$ cat src/rtl/fifo_pkg.sv
`default_nettype none
// ============================================================================
// Module      : fifo_pkg
// Description : Shared defaults and pointer-encoding helpers for the
//               asynchronous FIFO write/read controllers.
// Revision    : 1.0 - initial release
// ============================================================================
package fifo_pkg;

    // Default pointer address width (depth = 2**ADDR)
    localparam int unsigned C_ADDR_DEFAULT     = 4;
    // Default almost-full threshold in entries
    localparam int unsigned C_AF_LEVEL_DEFAULT = 12;
    // Widest pointer the encoding helper handles
    localparam int unsigned C_CODE_MAX_W       = 32;

    // Binary to reflected-gray conversion. Callers zero-extend into the wide
    // argument and cast the result back down to their pointer width.
    function automatic logic [C_CODE_MAX_W-1:0] bin2gray(
        input logic [C_CODE_MAX_W-1:0] bin
    );
        return bin ^ (bin >> 1);
    endfunction

endpackage
`default_nettype wire

$ cat src/rtl/gray2bin.sv
`default_nettype none
// ============================================================================
// Module      : gray2bin
// Description : Combinational gray-to-binary converter (prefix XOR from the
//               MSB down). Shared by the write- and read-side controllers.
// Revision    : 1.0 - initial release
// ============================================================================
module gray2bin #(
    parameter int unsigned W = 5
) (
    input  logic [W-1:0] i_gray,
    output logic [W-1:0] o_bin
);

    // Each binary bit is the XOR of all gray bits at or above its position
    for (genvar gi = 0; gi < W; gi++) begin : g_bit
        assign o_bin[gi] = ^i_gray[W-1:gi];
    end

endmodule
`default_nettype wire

$ cat src/rtl/fifo_wr_ctrl.sv
`default_nettype none
// ============================================================================
// Module      : fifo_wr_ctrl
// Description : Write-domain pointer and flag controller for the async FIFO.
//               Generates the memory write strobe/address, the gray write
//               pointer for the write-to-read synchronizer and registered
//               full / almost-full / level / sticky-overflow status computed
//               against the synchronized (stale) read pointer.
// Revision    : 1.0 - initial release
// ============================================================================
module fifo_wr_ctrl
    import fifo_pkg::*;
#(
    parameter int unsigned ADDR     = C_ADDR_DEFAULT,
    parameter int unsigned AF_LEVEL = C_AF_LEVEL_DEFAULT
) (
    input  logic            i_clk,
    input  logic            i_rst,
    input  logic            i_wr_en,
    input  logic            i_ovf_clr,
    input  logic [ADDR:0]   i_rd_ptr_sync,
    output logic            o_wr_fire,
    output logic [ADDR-1:0] o_wr_addr,
    output logic [ADDR:0]   o_wr_ptr,
    output logic            o_full,
    output logic            o_almost_full,
    output logic [ADDR:0]   o_wr_level,
    output logic            o_overflow
);

    // Threshold held at pointer width so the compare is width-matched
    localparam logic [ADDR:0] C_AF_LEVEL = (ADDR+1)'(AF_LEVEL);

    // ------------------------------------------------------------------
    // State
    // ------------------------------------------------------------------
    logic [ADDR:0] r_wbin_q,  w_wbin_d;
    logic [ADDR:0] r_wgray_q, w_wgray_d;
    logic          r_full_q,  w_full_d;
    logic          r_af_q,    w_af_d;
    logic [ADDR:0] r_level_q, w_level_d;
    logic          r_ovf_q,   w_ovf_d;

    // ------------------------------------------------------------------
    // Combinational helpers
    // ------------------------------------------------------------------
    logic          w_wr_fire;
    logic [ADDR:0] w_rbin;
    logic [ADDR:0] w_rd_full_cmp;

    // Read pointer arrives gray-coded; level arithmetic needs binary
    gray2bin #(
        .W (ADDR + 1)
    ) u_rd_g2b (
        .i_gray (i_rd_ptr_sync),
        .o_bin  (w_rbin)
    );

    // Write is accepted only when not full and not in reset; a write while
    // full is dropped so the pointer never laps the reader.
    assign w_wr_fire = i_wr_en & ~r_full_q & ~i_rst;

    // Full when the write pointer is exactly one lap ahead: in gray code
    // that is the read pointer with its two MSBs inverted.
    assign w_rd_full_cmp = {~i_rd_ptr_sync[ADDR:ADDR-1], i_rd_ptr_sync[ADDR-2:0]};

    // Next-state for pointers and status, all evaluated on the post-write pointer
    always_comb begin
        w_wbin_d  = r_wbin_q + {{ADDR{1'b0}}, w_wr_fire};
        w_wgray_d = (ADDR+1)'(bin2gray(C_CODE_MAX_W'(w_wbin_d)));
        w_full_d  = (w_wgray_d == w_rd_full_cmp);
        // Stale read pointer makes this level an over-estimate, never under
        w_level_d = w_wbin_d - w_rbin;
        w_af_d    = (w_level_d >= C_AF_LEVEL);
        // Sticky overflow; a new attempted write wins over a clear
        w_ovf_d   = (i_wr_en & r_full_q) | (r_ovf_q & ~i_ovf_clr);
    end

    // State register with synchronous reset overriding any same-cycle write
    always_ff @(posedge i_clk) begin
        if (i_rst) begin
            r_wbin_q  <= '0;
            r_wgray_q <= '0;
            r_full_q  <= 1'b0;
            r_af_q    <= 1'b0;
            r_level_q <= '0;
            r_ovf_q   <= 1'b0;
        end else begin
            r_wbin_q  <= w_wbin_d;
            r_wgray_q <= w_wgray_d;
            r_full_q  <= w_full_d;
            r_af_q    <= w_af_d;
            r_level_q <= w_level_d;
            r_ovf_q   <= w_ovf_d;
        end
    end

    // ------------------------------------------------------------------
    // Outputs
    // ------------------------------------------------------------------
    assign o_wr_fire     = w_wr_fire;
    assign o_wr_addr     = r_wbin_q[ADDR-1:0];
    assign o_wr_ptr      = r_wgray_q;
    assign o_full        = r_full_q;
    assign o_almost_full = r_af_q;
    assign o_wr_level    = r_level_q;
    assign o_overflow    = r_ovf_q;

endmodule
`default_nettype wire
$ cat config.mk
export PLATFORM = sky130hd
export DESIGN_NAME = fifo_wr_ctrl
export DESIGN_NICKNAME = d
export VERILOG_FILES = /design/src/rtl/fifo_pkg.sv /design/src/rtl/gray2bin.sv /design/src/rtl/fifo_wr_ctrl.sv
export SDC_FILE = /design/constraint.sdc
export NUM_CORES = 1
export LEC_CHECK = 0
export CAP_MARGIN = 40
export CORE_MARGIN = 2
export CORE_UTILIZATION = 45
export CTS_CLUSTER_DIAMETER = 200
export DETAILED_ROUTE_END_ITERATION = 8
export PLACE_DENSITY = 0.87
export SLEW_MARGIN = 15
export SYNTH_ARGS = -nofsm -noshare
export SYNTH_HDL_FRONTEND = slang
export SYNTH_HIERARCHICAL = 1
export SYNTH_SLANG_ARGS = --single-unit
$ cat constraint.sdc
create_clock -name i_clk -period 3.89 [get_ports i_clk]
set_input_delay 0.778 -clock i_clk [delete_from_list [all_inputs] [get_ports i_clk]]
set_output_delay 0.778 -clock i_clk [all_outputs]
set_load 0.05 [all_outputs]
==> Word-level counts from Yosys, hierarchy flattened <==
Index checks and enable logic that the tools add are counted.
{ "classes": {"magnitude_cmp": 1, "n_reduce_logical": 4, "n_eq_ne": 1, "shifts": 0, "mux": 0, "n_bitwise": 10, "div": 0, "n_mul": 0, "addsub": 2} }
{ "ops": {"columns": ["operator", "n"], "rows": [
  ["5-bit by 1-bit adder with 5-bit output", 1],
  ["5-bit equality test", 1],
  ["5-bit by 4-bit greater-or-equal comparator with 1-bit output (second input constant)", 1],
  ["5-bit XOR reduction", 1],
  ["5-bit subtractor", 1],
  ["5-bit by 4-bit bitwise XOR with 5-bit output", 1],
  ["1-bit bitwise AND", 4],
  ["4-bit XOR reduction", 1],
  ["1-bit inverter", 3],
  ["3-bit XOR reduction", 1],
  ["2-bit inverter", 1],
  ["2-bit XOR reduction", 1],
  ["1-bit OR", 1]
]} }
{ "word_totals": {"wordCells": 24, "latch_bits": 0, "register_bits": 18, "input_bits": 9, "out_inout_bits": 18, "mem_bits_rw": 0, "n_memories": 0, "romBits": 0} }

==> Depth between registers and ports, before layout <==
{ "logic_depth": {"depth_word": 6, "mapped_depth": 11, "depth_no_buf": 10} }

==> Modules after synthesis <==
Netlist, hierarchy kept.
{ "modules_own_cells": {"columns": ["module", "instances", "area_each_um2", "seq_area_each_um2", "cells_each"], "rows": [
  ["fifo_wr_ctrl", 1, 797.0, 340.3, 79],
  ["gray2bin", 1, 72.6, 0.0, 6]
]} }

==> Worst setup path after synthesis <==
No wires, ideal clock.
{ "synth_timing": {"path_kind": "input port to flip-flop", "from": "input port i_rst", "to": "register r_af_q (netlist: o_almost_full)", "n_path_buf": 1, "stages": 10, "arrival_ps": 3937, "setup_ps": 133, "t_required_ps": 3757, "setup_slack_ps": -180, "path_cell_list": "clkbuf_1 -> nor3b_1 -> ha_1 -> inv_1 -> ha_1 -> fa_1 -> maj3_1 -> o21bai_1 -> xnor2_1 -> o22ai_1"} }
{ "synth_between": {"elab_chain_cells": 5} }
{ "synth_rtl": {"columns": ["item", "line", "rtl"], "rows": [
  ["from (decl)", "fifo_wr_ctrl.sv:18", "input logic i_rst,"],
  ["1-bit inverter", "fifo_wr_ctrl.sv:61", "assign w_wr_fire = i_wr_en & ~r_full_q & ~i_rst;"],
  ["1-bit bitwise AND", "fifo_wr_ctrl.sv:61", null],
  ["net o_wr_fire", "fifo_wr_ctrl.sv:22", "output logic o_wr_fire,"],
  ["5-bit by 1-bit adder with 5-bit output", "fifo_wr_ctrl.sv:69", "w_wbin_d = r_wbin_q + {{ADDR{1'b0}}, w_wr_fire};"],
  ["net w_wbin_d[0]", "fifo_wr_ctrl.sv:37", "logic [ADDR:0] r_wbin_q, w_wbin_d;"],
  ["5-bit subtractor", "fifo_wr_ctrl.sv:73", "w_level_d = w_wbin_d - w_rbin;"],
  ["5-bit by 4-bit greater-or-equal comparator with 1-bit output", "fifo_wr_ctrl.sv:74", "w_af_d = (w_level_d >= C_AF_LEVEL);"],
  ["to (signal assigned)", "fifo_wr_ctrl.sv:92", "r_af_q <= w_af_d;"],
  ["to (decl)", "fifo_wr_ctrl.sv:40", "logic r_af_q, w_af_d;"]
]} }
The timed path passes the listed nets, and every way through them passes these cells.
A chain may end at the register's enable or synchronous reset.

==> Worst setup path in the final report <==
{ "layout_timing": {"from": "input port i_rd_ptr_sync[4]", "to": "register r_af_q (netlist: o_almost_full)"} }
{ "layout_between": {"elab_chain_cells": 3, "elab_cells_between_ends": 6, "classes_between": "add/sub: 1; order compare: 1; reduce/logical: 4"} }
{ "layout_rtl": {"columns": ["item", "line", "rtl"], "rows": [
  ["from (decl)", "fifo_wr_ctrl.sv:21", "input logic [ADDR:0] i_rd_ptr_sync,"],
  ["2-bit XOR reduction", "gray2bin.sv:17", "assign o_bin[gi] = ^i_gray[W-1:gi];"],
  ["net w_rbin[3]", "fifo_wr_ctrl.sv:48", "logic [ADDR:0] w_rbin;"],
  ["5-bit subtractor", "fifo_wr_ctrl.sv:73", null],
  ["5-bit by 4-bit greater-or-equal comparator with 1-bit output", "fifo_wr_ctrl.sv:74", null]
]} }
The timed path passes the listed nets, and every way through them passes these cells.

==> results.sh <==
export IMPL_drt_drc_violations_left=0
export IMPL_r2r_setup_slack_ns=1.47
export IMPL_clkLatencyLatePin_ns=0.29
export IMPL_die_w_um=47.96
export IMPL_grt_first_pass_wirelength_um=2490
export IMPL_end_kind="register"
export IMPL_drv_cap=0
export IMPL_seq_power_share=0.408
export IMPL_num_antenna_cells=0
export IMPL_finalCritPeriodShare=0.8426
export IMPL_grt_overflow=0
export IMPL_postCtsHoldBufs=0
export IMPL_cts_resized_gates=0
export IMPL_drive_above_1_share=0.08850
export IMPL_p_per_area_nw_per_um2=406.4
export IMPL_routed_via_density=4.609
export IMPL_grt_total_usage=0.1662
export IMPL_drtIter0Drc=11
export IMPL_setup_viol=0
export IMPL_syn_to_final_growth_pct=36.26
export IMPL_cell_internal_pwr_uw=306.2
export IMPL_die_height_um=47.96
export IMPL_synth_edf_count=0
export IMPL_numClockSinks=17
export IMPL_hpwl_um=1287
export IMPL_final_cells=138
export IMPL_arrival_ns=3.46
export IMPL_holdCritPathClass="register to register"
export IMPL_grt_max_degree=18
export IMPL_hold_ws_ns=0.4735
export IMPL_cts_buffers=3
export IMPL_grt_use_met1=0.1908
export IMPL_grt_pass1_vias=584
export IMPL_critPathRequiredTime_ns=4.07
export IMPL_row_count=15
export IMPL_clkTransAtPathRegs_ns=0.09
export IMPL_dieArea_um2=2300
export IMPL_slowest_stage="clkdlybuf4s50_1"
export IMPL_fin_crit_ns=3.278
export IMPL_slew_limit_headroom=0.6547
export IMPL_fmax_ghz=0.3051
export IMPL_synth_fp_nets=100
export IMPL_grt_util_met3=0.02264
export IMPL_seq_area_frac_synth=0.3914
export IMPL_ir_worst_vdd_mv=0.2835
export IMPL_slowest_delay_ns=0.58
export IMPL_crit_chain="clkdlybuf4s50_1, xor2_2, xnor3_1, ha_1, fa_1, maj3_1, o21bai_1, xnor2_1, o22ai_1"
export IMPL_grt_busiest_layer="met2"
export IMPL_wl_per_cell_um=11.64
export IMPL_startpoint_type="primary input"
export IMPL_start_util=0.4929
export IMPL_dp_cells=134
export IMPL_slew_viol_final=0
export IMPL_p_sw_uw=175.3
export IMPL_reg2reg_depth=9
export IMPL_fin_tns_setup_ns=0
export IMPL_core_area_um2=1764
export IMPL_swShare=0.3640
export IMPL_cts_tree="built"
export IMPL_io_pins=27
export IMPL_fin_skew_ns=0.004332
export IMPL_async_flop_share=0
export IMPL_drt_pass1_iter_count=4
export IMPL_combPwrFrac=0.399
export IMPL_rsz0062_at_grt="no"
export IMPL_critPathKind="primary input to register"
export IMPL_cts_setup_buffers=0
export IMPL_yosys_warnings=6
export IMPL_cts_max_level=1
export IMPL_postSynthAreaPerCell_um2=10.23
export IMPL_use_met2=0.2747
export IMPL_gp_congestion=0.8272
export IMPL_io_buffers=26
export IMPL_worst_pin_slew_ns=0.5164
export IMPL_wirelength_um=1606
export IMPL_pwr_share_clk=0.193
export IMPL_cts_root_buf="clkbuf_4"
export IMPL_ys_types=24
export IMPL_final_core_util=0.6716
export IMPL_num_vias=636
export IMPL_synthFlopType="dfxtp_1"
export IMPL_hold_viol=0
export IMPL_worstHoldPathCells=2
export IMPL_run_status="completed"
export IMPL_cts_max_path_buffers=2
export IMPL_syn_inst=85
export IMPL_crit_fanout=4
export IMPL_ant_nets=0
export IMPL_ys_seq_elements=17
export IMPL_syn_area_um2=869.6
export IMPL_final_nets=129
export IMPL_leakage_uw=0.0004768
export IMPL_antenna_found_initial=0
[final timing paths]
check                   start       endpoint
max          i_rd_ptr_sync[4]  o_almost_full
min reg2reg        o_overflow     o_overflow
min                o_overflow     o_overflow
max reg2reg            o_full  o_almost_full
[final cells by class]
cell class / count / area (um^2)
Clock buffer: 4 / 26.28
Fill cell: 147 / 579.3
Inverter: 8 / 30.03
Multi-Input combinational cell: 57 / 489.2
Sequential cell: 17 / 340.3
Tap cell: 25 / 31.28
Timing Repair Buffer: 27 / 267.8
[cell usage after synthesis, types with 2 or more instances]
cell,instances,share of area
nand2_1,2,0.0086
dfxtp_1,17,0.39
xnor2_1,12,0.12
maj3_1,2,0.023
a21oi_1,2,0.012
inv_1,8,0.035
nand2b_1,2,0.014
nor2_1,13,0.056
clkbuf_1,2,0.0086
ha_1,5,0.072
xor2_1,6,0.060
nand3_1,2,0.012
[state kept, by name (all words and copies together), names as in the netlist]
signal	cells
o_full	1
o_wr_ptr	4
o_wr_level	5
o_overflow	1
o_almost_full	1
r_wbin_q	5
[power by group through the flow]
| stage | Combinational, uW | Sequential (uW) | Clock [uW] |
|---|---|---|---|
| 5_1_grt | 205 | 198 | 103 |
| 3_3_place_gp | 189 | 200 | 0 |
| 3_5_place_dp | 193 | 200 | 0 |
| 2_1_floorplan | 74.3 | 261 | 0 |
| 4_1_cts | 194 | 197 | 95.7 |
| 6_report | 192 | 197 | 92.7 |
[critical path, delay by kind of cell]
kind	cells	cell delay, ns
adders and majority gates	3	1.02
xor gates and xnor gates	3	0.80
buffers and inverters	1	0.58
AOI/OAI and AO/OA	2	0.27
[per-layer routing]
layer / vias up / wire, um
met5: - / 0
met4: 0 / 53
met3: 5 / 58
met2: 15 / 856
met1: 294 / 638
li1: 322 / -
[through the flow]
stage	setup WS, ns	total power, uW	cell area, um^2
2_1_floorplan	0.3949	335.3	874.6
3_3_place_gp	0.4055	388.1	1159
3_5_place_dp	0.2932	392.7	1159
4_1_cts	0.6132	486.8	1185
5_1_grt	0.5273	504.8	1185
6_report	0.6124	481.5	1185
[layout by cell type, fill, tap and decap left out]
cell / Yosys / final
xor2_2: 1 / 1
a21oi_1: 2 / 2
maj3_1: 2 / 2
clkdlybuf4s50_1: 0 / 26
inv_1: 8 / 8
nand3_2: 1 / 1
or3_1: 1 / 1
xor2_4: 1 / 1
nand3_1: 2 / 2
nand2_1: 2 / 2
xnor3_1: 1 / 1
a2111oi_2: 1 / 1
nor3b_2: 0 / 1
clkbuf_1: 2 / 1
o22ai_1: 1 / 1
nand2b_1: 2 / 2
ha_1: 5 / 5
nor2_1: 13 / 13
buf_4: 1 / 1
clkbuf_4: 0 / 3
xnor2_1: 12 / 12
fa_1: 1 / 1
o21bai_1: 1 / 1
dfxtp_1: 17 / 17
xor2_1: 6 / 6
xnor2_2: 1 / 1
[cells by family (layout without fill, tap and decap cells)]
| group | after synthesis | count (layout) | synth area share |
|---|---|---|---|
| adders and majority gates | 8 | 8 | 0.1180 |
| xor gates and xnor gates | 22 | 22 | 0.2763 |
| and+or+nand+nor | 22 | 22 | 0.1180 |
| DFF | 17 | 17 | 0.3914 |
| buffers and inverters | 11 | 39 | 0.05181 |
| AOI/OAI and AO/OA | 5 | 5 | 0.04461 |
No activity file was read; power rests on OpenSTA's default activity.
